--- config.mk ---
export PLATFORM = sky130hd
export DESIGN_NAME = alu74181_io_stage_flat
export DESIGN_NICKNAME = d
export VERILOG_FILES = /design/src/rtl/alu74181_io_stage_if.sv /design/src/rtl/alu74181_io_stage.sv /design/src/flat_wrapper.sv
export SDC_FILE = /design/constraint.sdc
export NUM_CORES = 1
export LEC_CHECK = 0
export BUFFER_PORTS_ARGS = -buffer_cell sky130_fd_sc_hd__buf_2
export CAP_MARGIN = 5
export CORE_UTILIZATION = 50
export DETAILED_ROUTE_END_ITERATION = 12
export PLACE_DENSITY = 0.73
export SLEW_MARGIN = 15
export SYNTH_ARGS = -nofsm -noshare
export SYNTH_HDL_FRONTEND = slang
export SYNTH_SLANG_ARGS = --single-unit
--- constraint.sdc ---
create_clock -name wb_clk_i -period 7.35 [get_ports wb_clk_i]
set_input_delay 1.47 -clock wb_clk_i [delete_from_list [all_inputs] [get_ports wb_clk_i]]
set_output_delay 1.47 -clock wb_clk_i [all_outputs]
set_load 0.02 [all_outputs]
--- src/rtl/alu74181_io_stage_if.sv ---
// Signal bundle between the pad/ALU environment and the 74181 IO stage.
// master is the stage itself; slave is the pads plus the ALU core.
interface alu74181_io_stage_if #(
  parameter int unsigned CNT_W = 16
);
  logic [13:0]      io_in;
  logic             alu_m;
  logic             alu_cn;
  logic [3:0]       alu_s;
  logic [3:0]       alu_b;
  logic [3:0]       alu_a;
  logic             alu_start;
  logic [7:0]       alu_result;
  logic [7:0]       io_out;
  logic [7:0]       io_oeb;
  logic             result_valid;
  logic [CNT_W-1:0] op_count;

  modport master (
    input  io_in,
    input  alu_result,
    output alu_m,
    output alu_cn,
    output alu_s,
    output alu_b,
    output alu_a,
    output alu_start,
    output io_out,
    output io_oeb,
    output result_valid,
    output op_count
  );

  modport slave (
    output io_in,
    output alu_result,
    input  alu_m,
    input  alu_cn,
    input  alu_s,
    input  alu_b,
    input  alu_a,
    input  alu_start,
    input  io_out,
    input  io_oeb,
    input  result_valid,
    input  op_count
  );
endinterface

--- src/rtl/alu74181_io_stage.sv ---
// Pad-side front end for a 74181 ALU: debounces the operand bus, issues it to the
// ALU, waits a fixed latency and publishes the result with valid/oeb/count.
module alu74181_io_stage #(
  parameter int unsigned STABLE_CYCLES = 4,
  parameter int unsigned ALU_LAT       = 1,
  parameter int unsigned CNT_W         = 16
) (
  input  logic                 wb_clk_i,
  input  logic                 wb_rst_i,
  alu74181_io_stage_if.master  bus
);

  typedef enum logic [2:0] {
    StIdle,
    StSettle,
    StIssue,
    StWait,
    StPublish
  } state_e;

  localparam logic [7:0] CntLast  = 8'(STABLE_CYCLES - 1);
  localparam logic [3:0] WaitLast = (ALU_LAT == 0) ? 4'd0 : 4'(ALU_LAT - 1);
  localparam logic [CNT_W-1:0] CountOne = {{(CNT_W-1){1'b0}}, 1'b1};

  state_e           state_q, state_d;
  logic [13:0]      sync_q;
  logic [13:0]      io_sync_q;
  logic [13:0]      ref_q, ref_d;
  logic [7:0]       cnt_q, cnt_d;
  logic [3:0]       wcnt_q, wcnt_d;
  logic [13:0]      opnd_q, opnd_d;
  logic [13:0]      last_q, last_d;
  logic             applied_valid_q, applied_valid_d;
  logic [7:0]       io_out_q, io_out_d;
  logic [7:0]       io_oeb_q, io_oeb_d;
  logic [CNT_W-1:0] op_count_q, op_count_d;
  logic             sample;

  // Two-flop synchroniser; nothing downstream looks at raw io_in.
  always_ff @(posedge wb_clk_i or posedge wb_rst_i) begin
    if (wb_rst_i) begin
      sync_q    <= '0;
      io_sync_q <= '0;
    end else begin
      sync_q    <= bus.io_in;
      io_sync_q <= sync_q;
    end
  end

  always_comb begin
    state_d         = state_q;
    ref_d           = ref_q;
    cnt_d           = cnt_q;
    wcnt_d          = wcnt_q;
    opnd_d          = opnd_q;
    last_d          = last_q;
    applied_valid_d = applied_valid_q;
    io_out_d        = io_out_q;
    io_oeb_d        = io_oeb_q;
    op_count_d      = op_count_q;
    sample          = 1'b0;

    unique case (state_q)
      StIdle: begin
        if (!applied_valid_q || (io_sync_q != last_q)) begin
          state_d = StSettle;
          ref_d   = io_sync_q;
          cnt_d   = '0;
        end
      end
      StSettle: begin
        if (io_sync_q != ref_q) begin
          ref_d = io_sync_q;
          cnt_d = '0;
        end else if (cnt_q == CntLast) begin
          state_d = StIssue;
          opnd_d  = ref_q;
        end else begin
          cnt_d = cnt_q + 8'd1;
        end
      end
      StIssue: begin
        if (ALU_LAT == 0) begin
          sample = 1'b1;
        end else begin
          state_d = StWait;
          wcnt_d  = '0;
        end
      end
      StWait: begin
        if (wcnt_q == WaitLast) begin
          sample = 1'b1;
        end else begin
          wcnt_d = wcnt_q + 4'd1;
        end
      end
      StPublish: begin
        state_d = StIdle;
      end
      default: begin
        state_d = StIdle;
      end
    endcase

    // Result capture and all publish bookkeeping happen on the edge entering StPublish.
    if (sample) begin
      state_d         = StPublish;
      io_out_d        = bus.alu_result;
      op_count_d      = op_count_q + CountOne;
      last_d          = opnd_q;
      applied_valid_d = 1'b1;
      io_oeb_d        = 8'h00;
    end
  end

  always_ff @(posedge wb_clk_i or posedge wb_rst_i) begin
    if (wb_rst_i) begin
      state_q         <= StIdle;
      ref_q           <= '0;
      cnt_q           <= '0;
      wcnt_q          <= '0;
      opnd_q          <= '0;
      last_q          <= '0;
      applied_valid_q <= 1'b0;
      io_out_q        <= '0;
      io_oeb_q        <= 8'hFF;
      op_count_q      <= '0;
    end else begin
      state_q         <= state_d;
      ref_q           <= ref_d;
      cnt_q           <= cnt_d;
      wcnt_q          <= wcnt_d;
      opnd_q          <= opnd_d;
      last_q          <= last_d;
      applied_valid_q <= applied_valid_d;
      io_out_q        <= io_out_d;
      io_oeb_q        <= io_oeb_d;
      op_count_q      <= op_count_d;
    end
  end

  assign bus.alu_m        = opnd_q[13];
  assign bus.alu_cn       = opnd_q[12];
  assign bus.alu_s        = opnd_q[11:8];
  assign bus.alu_b        = opnd_q[7:4];
  assign bus.alu_a        = opnd_q[3:0];
  assign bus.alu_start    = (state_q == StIssue);
  assign bus.result_valid = (state_q == StPublish);
  assign bus.io_out       = io_out_q;
  assign bus.io_oeb       = io_oeb_q;
  assign bus.op_count     = op_count_q;

endmodule
--- src/flat_wrapper.sv ---
// flat-port wrapper written by rule: the top's interface ports become plain ports
module alu74181_io_stage_flat 
#(
  parameter int unsigned STABLE_CYCLES = 4,
  parameter int unsigned ALU_LAT       = 1,
  parameter int unsigned CNT_W         = 16
)
  (wb_clk_i, wb_rst_i, bus_io_in, bus_alu_result, bus_alu_m, bus_alu_cn, bus_alu_s, bus_alu_b, bus_alu_a, bus_alu_start, bus_io_out, bus_io_oeb, bus_result_valid, bus_op_count);
  alu74181_io_stage_if #(.CNT_W(CNT_W)) bus_i ();
  input  logic wb_clk_i;
  input  logic wb_rst_i;
  input wire logic [$bits(bus_i.io_in)-1:0] bus_io_in;
  input wire logic [$bits(bus_i.alu_result)-1:0] bus_alu_result;
  output wire logic [$bits(bus_i.alu_m)-1:0] bus_alu_m;
  output wire logic [$bits(bus_i.alu_cn)-1:0] bus_alu_cn;
  output wire logic [$bits(bus_i.alu_s)-1:0] bus_alu_s;
  output wire logic [$bits(bus_i.alu_b)-1:0] bus_alu_b;
  output wire logic [$bits(bus_i.alu_a)-1:0] bus_alu_a;
  output wire logic [$bits(bus_i.alu_start)-1:0] bus_alu_start;
  output wire logic [$bits(bus_i.io_out)-1:0] bus_io_out;
  output wire logic [$bits(bus_i.io_oeb)-1:0] bus_io_oeb;
  output wire logic [$bits(bus_i.result_valid)-1:0] bus_result_valid;
  output wire logic [$bits(bus_i.op_count)-1:0] bus_op_count;
  assign bus_i.io_in = bus_io_in;
  assign bus_i.alu_result = bus_alu_result;
  assign bus_alu_m = bus_i.alu_m;
  assign bus_alu_cn = bus_i.alu_cn;
  assign bus_alu_s = bus_i.alu_s;
  assign bus_alu_b = bus_i.alu_b;
  assign bus_alu_a = bus_i.alu_a;
  assign bus_alu_start = bus_i.alu_start;
  assign bus_io_out = bus_i.io_out;
  assign bus_io_oeb = bus_i.io_oeb;
  assign bus_result_valid = bus_i.result_valid;
  assign bus_op_count = bus_i.op_count;
  alu74181_io_stage #(.STABLE_CYCLES(STABLE_CYCLES), .ALU_LAT(ALU_LAT), .CNT_W(CNT_W)) u_core (.wb_clk_i(wb_clk_i), .wb_rst_i(wb_rst_i), .bus(bus_i));
endmodule
Word level (Yosys, flattened, before mapping)
Cells that the tools add are included.
W data, S select, Z words.
{"block": "classes", "addsub": 3, "n_mul": 0, "n_div": 0, "order_cmp": 0, "n_eq_ne": 15, "shifts": 0, "mux": 16, "bitwise": 1, "n_reduce_logical": 11}
{"operator": "$mux W14", "count": 2}
{"operator": "$ne A14 B14 Y1", "count": 2}
{"operator": "$pmux W14 S2", "count": 1}
{"operator": "$mux W8", "count": 3}
{"operator": "$add A16 B1 Y16 const B", "count": 1}
{"operator": "$pmux W8 S2", "count": 1}
{"operator": "$mux W3", "count": 4}
{"operator": "$pmux W3 S4", "count": 1}
{"operator": "$reduce_and A3 Y1", "count": 3}
{"operator": "$add A8 B1 Y8 const B", "count": 1}
{"operator": "$eq A8 B2 Y1 const B", "count": 1}
{"operator": "$pmux W4 S2", "count": 1}
{"operator": "$eq A3 B2 Y1 const B", "count": 2}
{"operator": "$ne A2 B1 Y1 const B", "count": 3}
{"operator": "$ne A3 B1 Y1 const B", "count": 2}
{"operator": "$ne A3 B2 Y1 const B", "count": 2}
{"operator": "$add A4 B1 Y4 const B", "count": 1}
{"operator": "$logic_not A4 Y1", "count": 1}
{"operator": "$mux W4", "count": 1}
{"operator": "$reduce_and A4 Y1", "count": 1}
{"operator": "$reduce_bool A2 Y1", "count": 2}
{"operator": "$eq A3 B1 Y1 const B", "count": 1}
{"operator": "$eq A3 B3 Y1 const B", "count": 1}
{"operator": "$logic_not A3 Y1", "count": 1}
{"operator": "6 further kinds", "count": 7}
{"block": "totals", "regBits": 118, "latchBits": 0, "ram_bits": 0, "mem_bits_ro": 0, "in_bits": 24, "out_inout_bits": 48, "wordCells": 58, "n_memories": 0}

Longest topological paths before layout
Gate-level depths: netlist (run 1).
{"block": "logic_depth", "ltp_word": 5, "ltp_mapped": 9, "depth_no_buf": 8}

Least setup slack after synthesis (run 1)
OpenSTA, ideal clock, no wires.
{"block": "synth_timing", "kind": "register -> output", "start": "register u_core.state_q[0]", "end": "output port bus_result_valid", "t_arrival_ps": 1087, "slack_ps": 4793, "stages_incl_launch_ff": 3, "n_path_buf": 1, "cell_sequence": "dfrtp_1 buf_2 nor3b_1"}
{"block": "synth_between", "elab_chain_cells": 1}
{"item": "start: declaration", "line_no": "alu74181_io_stage.sv:25", "text": "state_e state_q, state_d;"}
{"item": "start signal: assignment", "line_no": "alu74181_io_stage.sv:118", "text": "state_q <= StIdle;"}
{"item": "start signal: assignment", "line_no": "alu74181_io_stage.sv:129", "text": "state_q <= state_d;"}
{"item": "$eq A3 B3 Y1", "line_no": "alu74181_io_stage.sv:148", "text": "assign bus.result_valid = (state_q == StPublish);"}
{"item": "end: declaration", "line_no": "flat_wrapper.sv:22", "text": "output wire logic [$bits(bus_i.result_valid)-1:0] bus_result_valid;"}
No other way between the ends.

Worst setup path in the final report (run 1)
{"block": "layout_timing", "start": "register u_core.state_q[1]", "end": "output port bus_alu_start"}
{"block": "layout_between", "elab_chain_cells": 1}
{"item": "$eq A3 B2 Y1", "line_no": "alu74181_io_stage.sv:147", "text": "assign bus.alu_start = (state_q == StIssue);"}
{"item": "end: declaration", "line_no": "flat_wrapper.sv:19", "text": "output wire logic [$bits(bus_i.alu_start)-1:0] bus_alu_start;"}
No other way between the ends.

==> results_dict.tcl, run 1 <==
set metrics [dict create \
    status "finished, violations left" \
    violations "design-rule violations" \
    max-vdd-ir-drop_uv 193 \
    rsz0062_at_grt "no" \
    grt_max_degree 62 \
    ys_types 42 \
    grt_pass1_vias 2542 \
    syn_area_per_cell_sq_um 13.9 \
    rrSetupSlack_ps 4710 \
    ys_seq_elements 111 \
    maxCapViolCount 0 \
    path_clk_slew_ps 110 \
    core_area_sq_um 8810 \
    hold_depth 0 \
    routabilityCongestion 0.778 \
    fin_skew_ps 13.5 \
    synth_compound_area_frac 0.0245 \
    grt-ovfl-total 0 \
    drtAntennaViolNets 0 \
    die_h_um 97.8 \
    critical_path_cell_count 3 \
    vias 2656 \
    fin_crit_ps 3000 \
    crit_buf_inv 1 \
    antenna_found_initial 0 \
    num_rows 34 \
    wl_um 7370 \
    crit_type "reg -> out" \
    grt_usage 0.168 \
    fin_nets 425 \
    reg2reg_to "u_core.bus.op_count[10]" \
    synth_fa_ha_area_frac 0.0109 \
    yosysWarnings 0 \
    fmax_mhz 333 \
    crit_fanout 7 \
    clockBufferDepth 2 \
    async_flop_share 1.00 \
    holdCritStartpoint "u_core.sync_q[12]" \
    p_per_area_nw_per_um2 196 \
    cts-buffers-inserted 9 \
    synth_nets 358 \
    critPathArrivalTime_ps 1530 \
    port_buffers 71 \
    synth_largest_area_cell "dfrtp_1" \
    post_cts_buffers 0 \
    critPathRequiredTime_ps 5880 \
    dpl_worst_slack_ps 4520 \
    die-area_sq_um 9570 \
    synth_top_family_by_area "multiplexers" \
    synth-xor-area-share 0.0897 \
    path_cells "or2b_1 > nor2_1 > buf_2" \
    clock_latency_ps 360 \
    min_to "u_core.io_sync_q[12]" \
    synth-main-ff-cell "dfrtp_1" \
    end_kind "output pin" \
    worst_pin_slew_ps 752 \
    r2r_start "u_core.wcnt_q[1]" \
    crit_slowest_cell "dfrtp_1" \
    initial_core_util 0.521 \
    postCtsResizedCells 0 \
    grt_first_pass_wirelength_um 12500 \
    final_max_slew_viol_count 0 \
    hold_class "reg -> reg" \
    postSynthCellCount 330 \
    htree_levels 3 \
    r2r_cells 8 \
    synth.area.top_cells "dfrtp_1 (60%), mux2_2 (9.1%), xnor2_1 (7.4%), mux2_4 (3.3%), xor2_1 (1.5%)" \
    cp_top_family "simple AND/OR/NAND/NOR gates" \
    pin_count 72 \
    fin_setup_tns_ps 0 \
    min_period_over_period 0.408 \
    drt_iter0_drc 113 \
    root_buffer "clkbuf_8" \
    cts_sinks 111 \
    cts_tree "done" \
    maxSlewHeadroom 0.499 \
    hpwl_um 5160 \
    slowest_delay_ps 460 \
    synthMuxAreaShare 0.136 \
    drive_gt1_frac 0.361 \
    synth-simple-area-share 0.103 \
    drc_errors 8 \
    antenna_cells 0 \
    netlist_area_sq_um 4590 \
    routed_via_density 5.21 \
    cts_hold_buf 0 \
    final_critical_path_setup_slack_ps 4350 \
    critPathLaunchType "register" \
    synth_top_area_share 0.600 \
    hold_viol_final 0 \
    setup_viol 0 \
    wl_per_cell_um 14.5 \
    first_pass_iters 10 \
    syn2layout_area_growth_pct 12.2 \
    leakagePower_nw 2.60 \
    synth-edff-count 0 \
    die_w_um 97.8 \
    synth_seq_area_share 0.605 \
]
==> metal layers <==
metal / wire length (um) / up-vias / global-route usage
li1: - / 1270 / -
met1: 3410 / 1313 / 0.236
met2: 3480 / 64 / 0.262
met3: 361 / 9 / 0.0472
met4: 118 / 0 / 0.0396
met5: 0 / - / 0
==> cells in the mapped netlist, drive strengths merged, types with 2 or more instances <==
| master | n |
|---|---|
| dfrtp | 110 |
| mux2 | 52 |
| xnor2 | 39 |
| buf | 15 |
| nand2 | 13 |
| o21ai | 13 |
| nand3 | 12 |
| nor2 | 12 |
| nand4 | 11 |
| xor2 | 8 |
| and3 | 5 |
| ha | 4 |
| inv | 4 |
| and4 | 3 |
| nand2b | 3 |
| nor3 | 3 |
| nor3b | 3 |
| and2 | 2 |
| nor2b | 2 |
| nor4 | 2 |
==> logic make-up (layout without fill, tap and decap cells) <==
family,after synthesis,count (layout)
simple gates,78,78
compound gates,18,18
buf+inv,20,92
fa+ha+maj,4,4
flops,111,111
mux,52,52
xor+xnor,47,47
==> worst register-to-register path: stages, from the launching register on <==
cell and delay (ps):
dfrtp_1 440, inv_1 70, ha_1 120, nor3b_2 280
and4b_2 790, and4_1 340, and2_1 220, nand4_1 130
xnor2_1 140
==> how the worst max path moves through the flow <==
stage                            startpoint  slack, ps                       to
after global routing      u_core.state_q[1]       4250            bus_alu_start
final                     u_core.state_q[1]       4350            bus_alu_start
after detailed placement           wb_rst_i       4520  u_core.bus.op_count[13]
after floorplan                    wb_rst_i       2950   u_core.applied_valid_q
after CTS                 u_core.state_q[1]       4320            bus_alu_start
after global placement             wb_rst_i       4530  u_core.bus.op_count[13]
==> metrics by stage <==
stage	instance area, sq um	hold WS [ps]	total power, mW	util	instances
after floorplan	4590	331	0.667	-	330
after global placement	4960	333	0.680	0.564	494
after detailed placement	4960	335	0.681	0.564	494
after CTS	5150	362	1.02	0.585	510
after global routing	5150	369	1.05	0.585	510
final	5150	360	1.01	0.585	510
==> report_power, final <==
part | internal, mW | total, mW | switching, mW
clock | 0.133 | 0.343 | 0.211
sequential | 0.622 | 0.632 | 0.00960
combinational | 0.0173 | 0.0363 | 0.0191
total | 0.772 | 1.01 | 0.239
==> layout by cell type (no fill, tap or decap), drive strengths merged, types with 4 or more instances in the layout <==
cell type and n:
dfrtp 110, buf 72, mux2 52, xnor2 39, nand2 13, o21ai 13
nand3 12, nor2 12, nand4 11, clkbuf 10, xor2 8, inv 8
and3 5, ha 4
==> registers in the layout (all words and copies together) (netlist names) <==
name                    count
u_core.applied_valid_q      1
u_core.bus.io_oeb           1
u_core.bus.io_out           8
u_core.bus.op_count        16
u_core.cnt_q                8
u_core.io_sync_q           14
u_core.last_q              14
u_core.opnd_q              14
u_core.ref_q               14
u_core.state_q              3
u_core.sync_q              14
u_core.wcnt_q               4
==> layout make-up <==
type                            count  area, sq um
Fill cell                         732         3650
Sequential cell                   111         2780
Multi-Input combinational cell    199         1670
Timing Repair Buffer               72          363
Tap cell                          108          135
Clock buffer                       10          128
Clock inverter                      6         61.3
Inverter                            4         17.5
No activity file was read; power rests on OpenSTA's default activity.
==> inputs of run 2 (changes only) <==
ABC_AREA = 1   (was default)
PLACE_DENSITY = 0.72   (was 0.73)
clock period = 2.85 ns   (was 7.35 ns; I/O delays follow)
==> results_dict.tcl, run 2 <==
set metrics [dict create \
    hold_viol_final 0 \
    path_clk_slew_ps 100 \
    fin_crit_ps 2140 \
    clock_latency_ps 370 \
    grt_max_degree 112 \
    synth-main-ff-cell "dfrtp_1" \
    combPwrFrac 0.201 \
    rsz0062_at_grt "no" \
    cts_sinks 111 \
    netlist_area_sq_um 4970 \
    routed_via_density 4.75 \
    worst_pin_slew_ps 588 \
    yosys-top-cells-count "nand2_1 (232), dfrtp_1 (110), inv_1 (66), nor2_1 (26), nand3_1 (24)" \
    die_w_um 102 \
    design_area_sq_um 5610 \
    num_rows 36 \
    drive_gt1_frac 0.176 \
    cts_hold_buf 0 \
    synth_largest_area_cell "dfrtp_1" \
    antenna_found_initial 0 \
    hold_class "in -> reg" \
    p_switching_mw 1.12 \
    final_common_cell "nand2_1" \
    wl_um 9000 \
    drc_errors 0 \
    routabilityCongestion 0.813 \
    end_kind "output pin" \
    min_period_over_period 0.751 \
    pin_count 72 \
    largest_register_ffs 16 \
    fin_nets 676 \
    drtAntennaViolNets 0 \
    wl_per_cell_um 11.5 \
    root_buffer "clkbuf_8" \
    p_sw_frac 0.320 \
    htree_levels 3 \
    cts_tree "done" \
    postCtsResizedCells 0 \
    yosysMostFrequentCell "nand2_1" \
    first_pass_iters 4 \
    drt_iter0_drc 202 \
    fillCellCount 846 \
    dp_cells 770 \
    syn_area_per_cell_sq_um 8.56 \
    final_cells 786 \
    synth_seq_area_share 0.559 \
    cts-buffers-inserted 9 \
    ys_seq_elements 111 \
    grt-ovfl-total 0 \
    port_buffers 71 \
    critPathLaunchType "register" \
    final_max_slew_viol_count 0 \
    power_frac_seq 0.535 \
    antenna_cells 0 \
    critPathRequiredTime_ps 2280 \
    fin_skew_ps 14.4 \
    leakagePower_nw 3.00 \
    status "finished clean" \
    crit_fanout 6 \
    crit_type "reg -> out" \
    grt_pass1_vias 3465 \
    place_area_sq_um 5420 \
    clockBufferDepth 2 \
    grt_usage 0.191 \
    hpwl_um 6340 \
    synth_top_area_share 0.554 \
    max-vdd-ir-drop_uv 353 \
    clkPwrFrac 0.264 \
    vias 3731 \
    initial_core_util 0.513 \
    fin_setup_tns_ps 0 \
    final_cell_mix "nand2_1 (232), dfrtp_1 (110), buf_2 (71)" \
    grt_first_pass_wirelength_um 15400 \
    p_int_mw 2.39 \
    synth_nets 608 \
    critPathArrivalTime_ps 1570 \
    yosysWarnings 0 \
    synth-edff-count 0 \
    setup_viol 0 \
    fmax_mhz 467 \
    die_h_um 102 \
    post_cts_buffers 0 \
    postSynthCellCount 580 \
    core_area_sq_um 9680 \
    die-area_sq_um 10300 \
    synth.area.top_cells "dfrtp_1 (55%), nand2_1 (18%), inv_1 (5.0%), xor2_1 (2.6%), nand3_1 (2.4%)" \
    ys_types 34 \
    syn2layout_area_growth_pct 13.0 \
    maxCapViolCount 0 \
    async_flop_share 1.00 \
    maxSlewHeadroom 0.608 \
    p_per_area_nw_per_um2 626 \
]
## run 2: final timing paths
check,from,end,slack [ps],cells after the start
setup reg to reg,u_core.wcnt_q[0],u_core.bus.op_count[12],900,11
hold / removal,bus_io_in[2],u_core.sync_q[2],310,1
setup / recovery,u_core.state_q[0],bus_alu_start,710,2
min in group asynchronous,wb_rst_i,u_core.wcnt_q[1],350,3
hold reg to reg,u_core.sync_q[4],u_core.io_sync_q[4],360,0
max in group asynchronous,wb_rst_i,u_core.io_sync_q[5],2040,3
## run 2: logic make-up after synthesis
logic type,share of synthesized area
buffers and inverters,0.0758
AOI/OAI and AO/OA,0.0408
DFF,0.559
xor gates and xnor gates,0.0406
adders and majority gates,0.0101
and+or+nand+nor,0.273
## run 2: worst max-delay path, stage by stage (launching register included)
cell and delay, ps:
dfrtp_1 470, nor3_1 490, buf_2 260
## run 2: stage by stage
| stage | util | setup slack [ps] | power [mW] | hold slack [ps] |
|---|---|---|---|---|
| 3_3_place_gp | 0.560 | 1000 | 2.59 | 331 |
| 4_1_cts | 0.580 | 732 | 3.56 | 291 |
| 3_5_place_dp | 0.560 | 885 | 2.62 | 336 |
| 5_1_grt | 0.580 | 636 | 3.73 | 282 |
| 6_report | 0.580 | 710 | 3.51 | 307 |
| 2_1_floorplan | - | 937 | 2.43 | 331 |
## run 2: final cells by class
class                      instances  area, sq um  area share
timing repair buffer              74          390      0.0695
multi-input combinational        381         1810       0.323
tap                              133          166      0.0296
clock buffer                      11          131      0.0234
inverter                          71          272      0.0484
sequential                       111         2780       0.495
clock inverter                     5         63.8      0.0114
## run 2: metal layers
layer / vias to the layer above / track usage / part of all wire
li1: 1903 / - / -
met1: 1751 / 0.253 / 0.47
met2: 66 / 0.320 / 0.49
met3: 11 / 0.0276 / 0.034
met4: 0 / 0.0680 / 0.014
met5: - / 0 / 0
## run 2: power groups by stage
stage | Clock (mW) | Combinational [mW] | Sequential, mW
finish | 0.929 | 0.706 | 1.88
detailed placement | 0 | 0.715 | 1.91
floorplan | 0 | 0.463 | 1.96
CTS | 0.964 | 0.718 | 1.88
global placement | 0 | 0.693 | 1.90
global route | 1.02 | 0.804 | 1.90
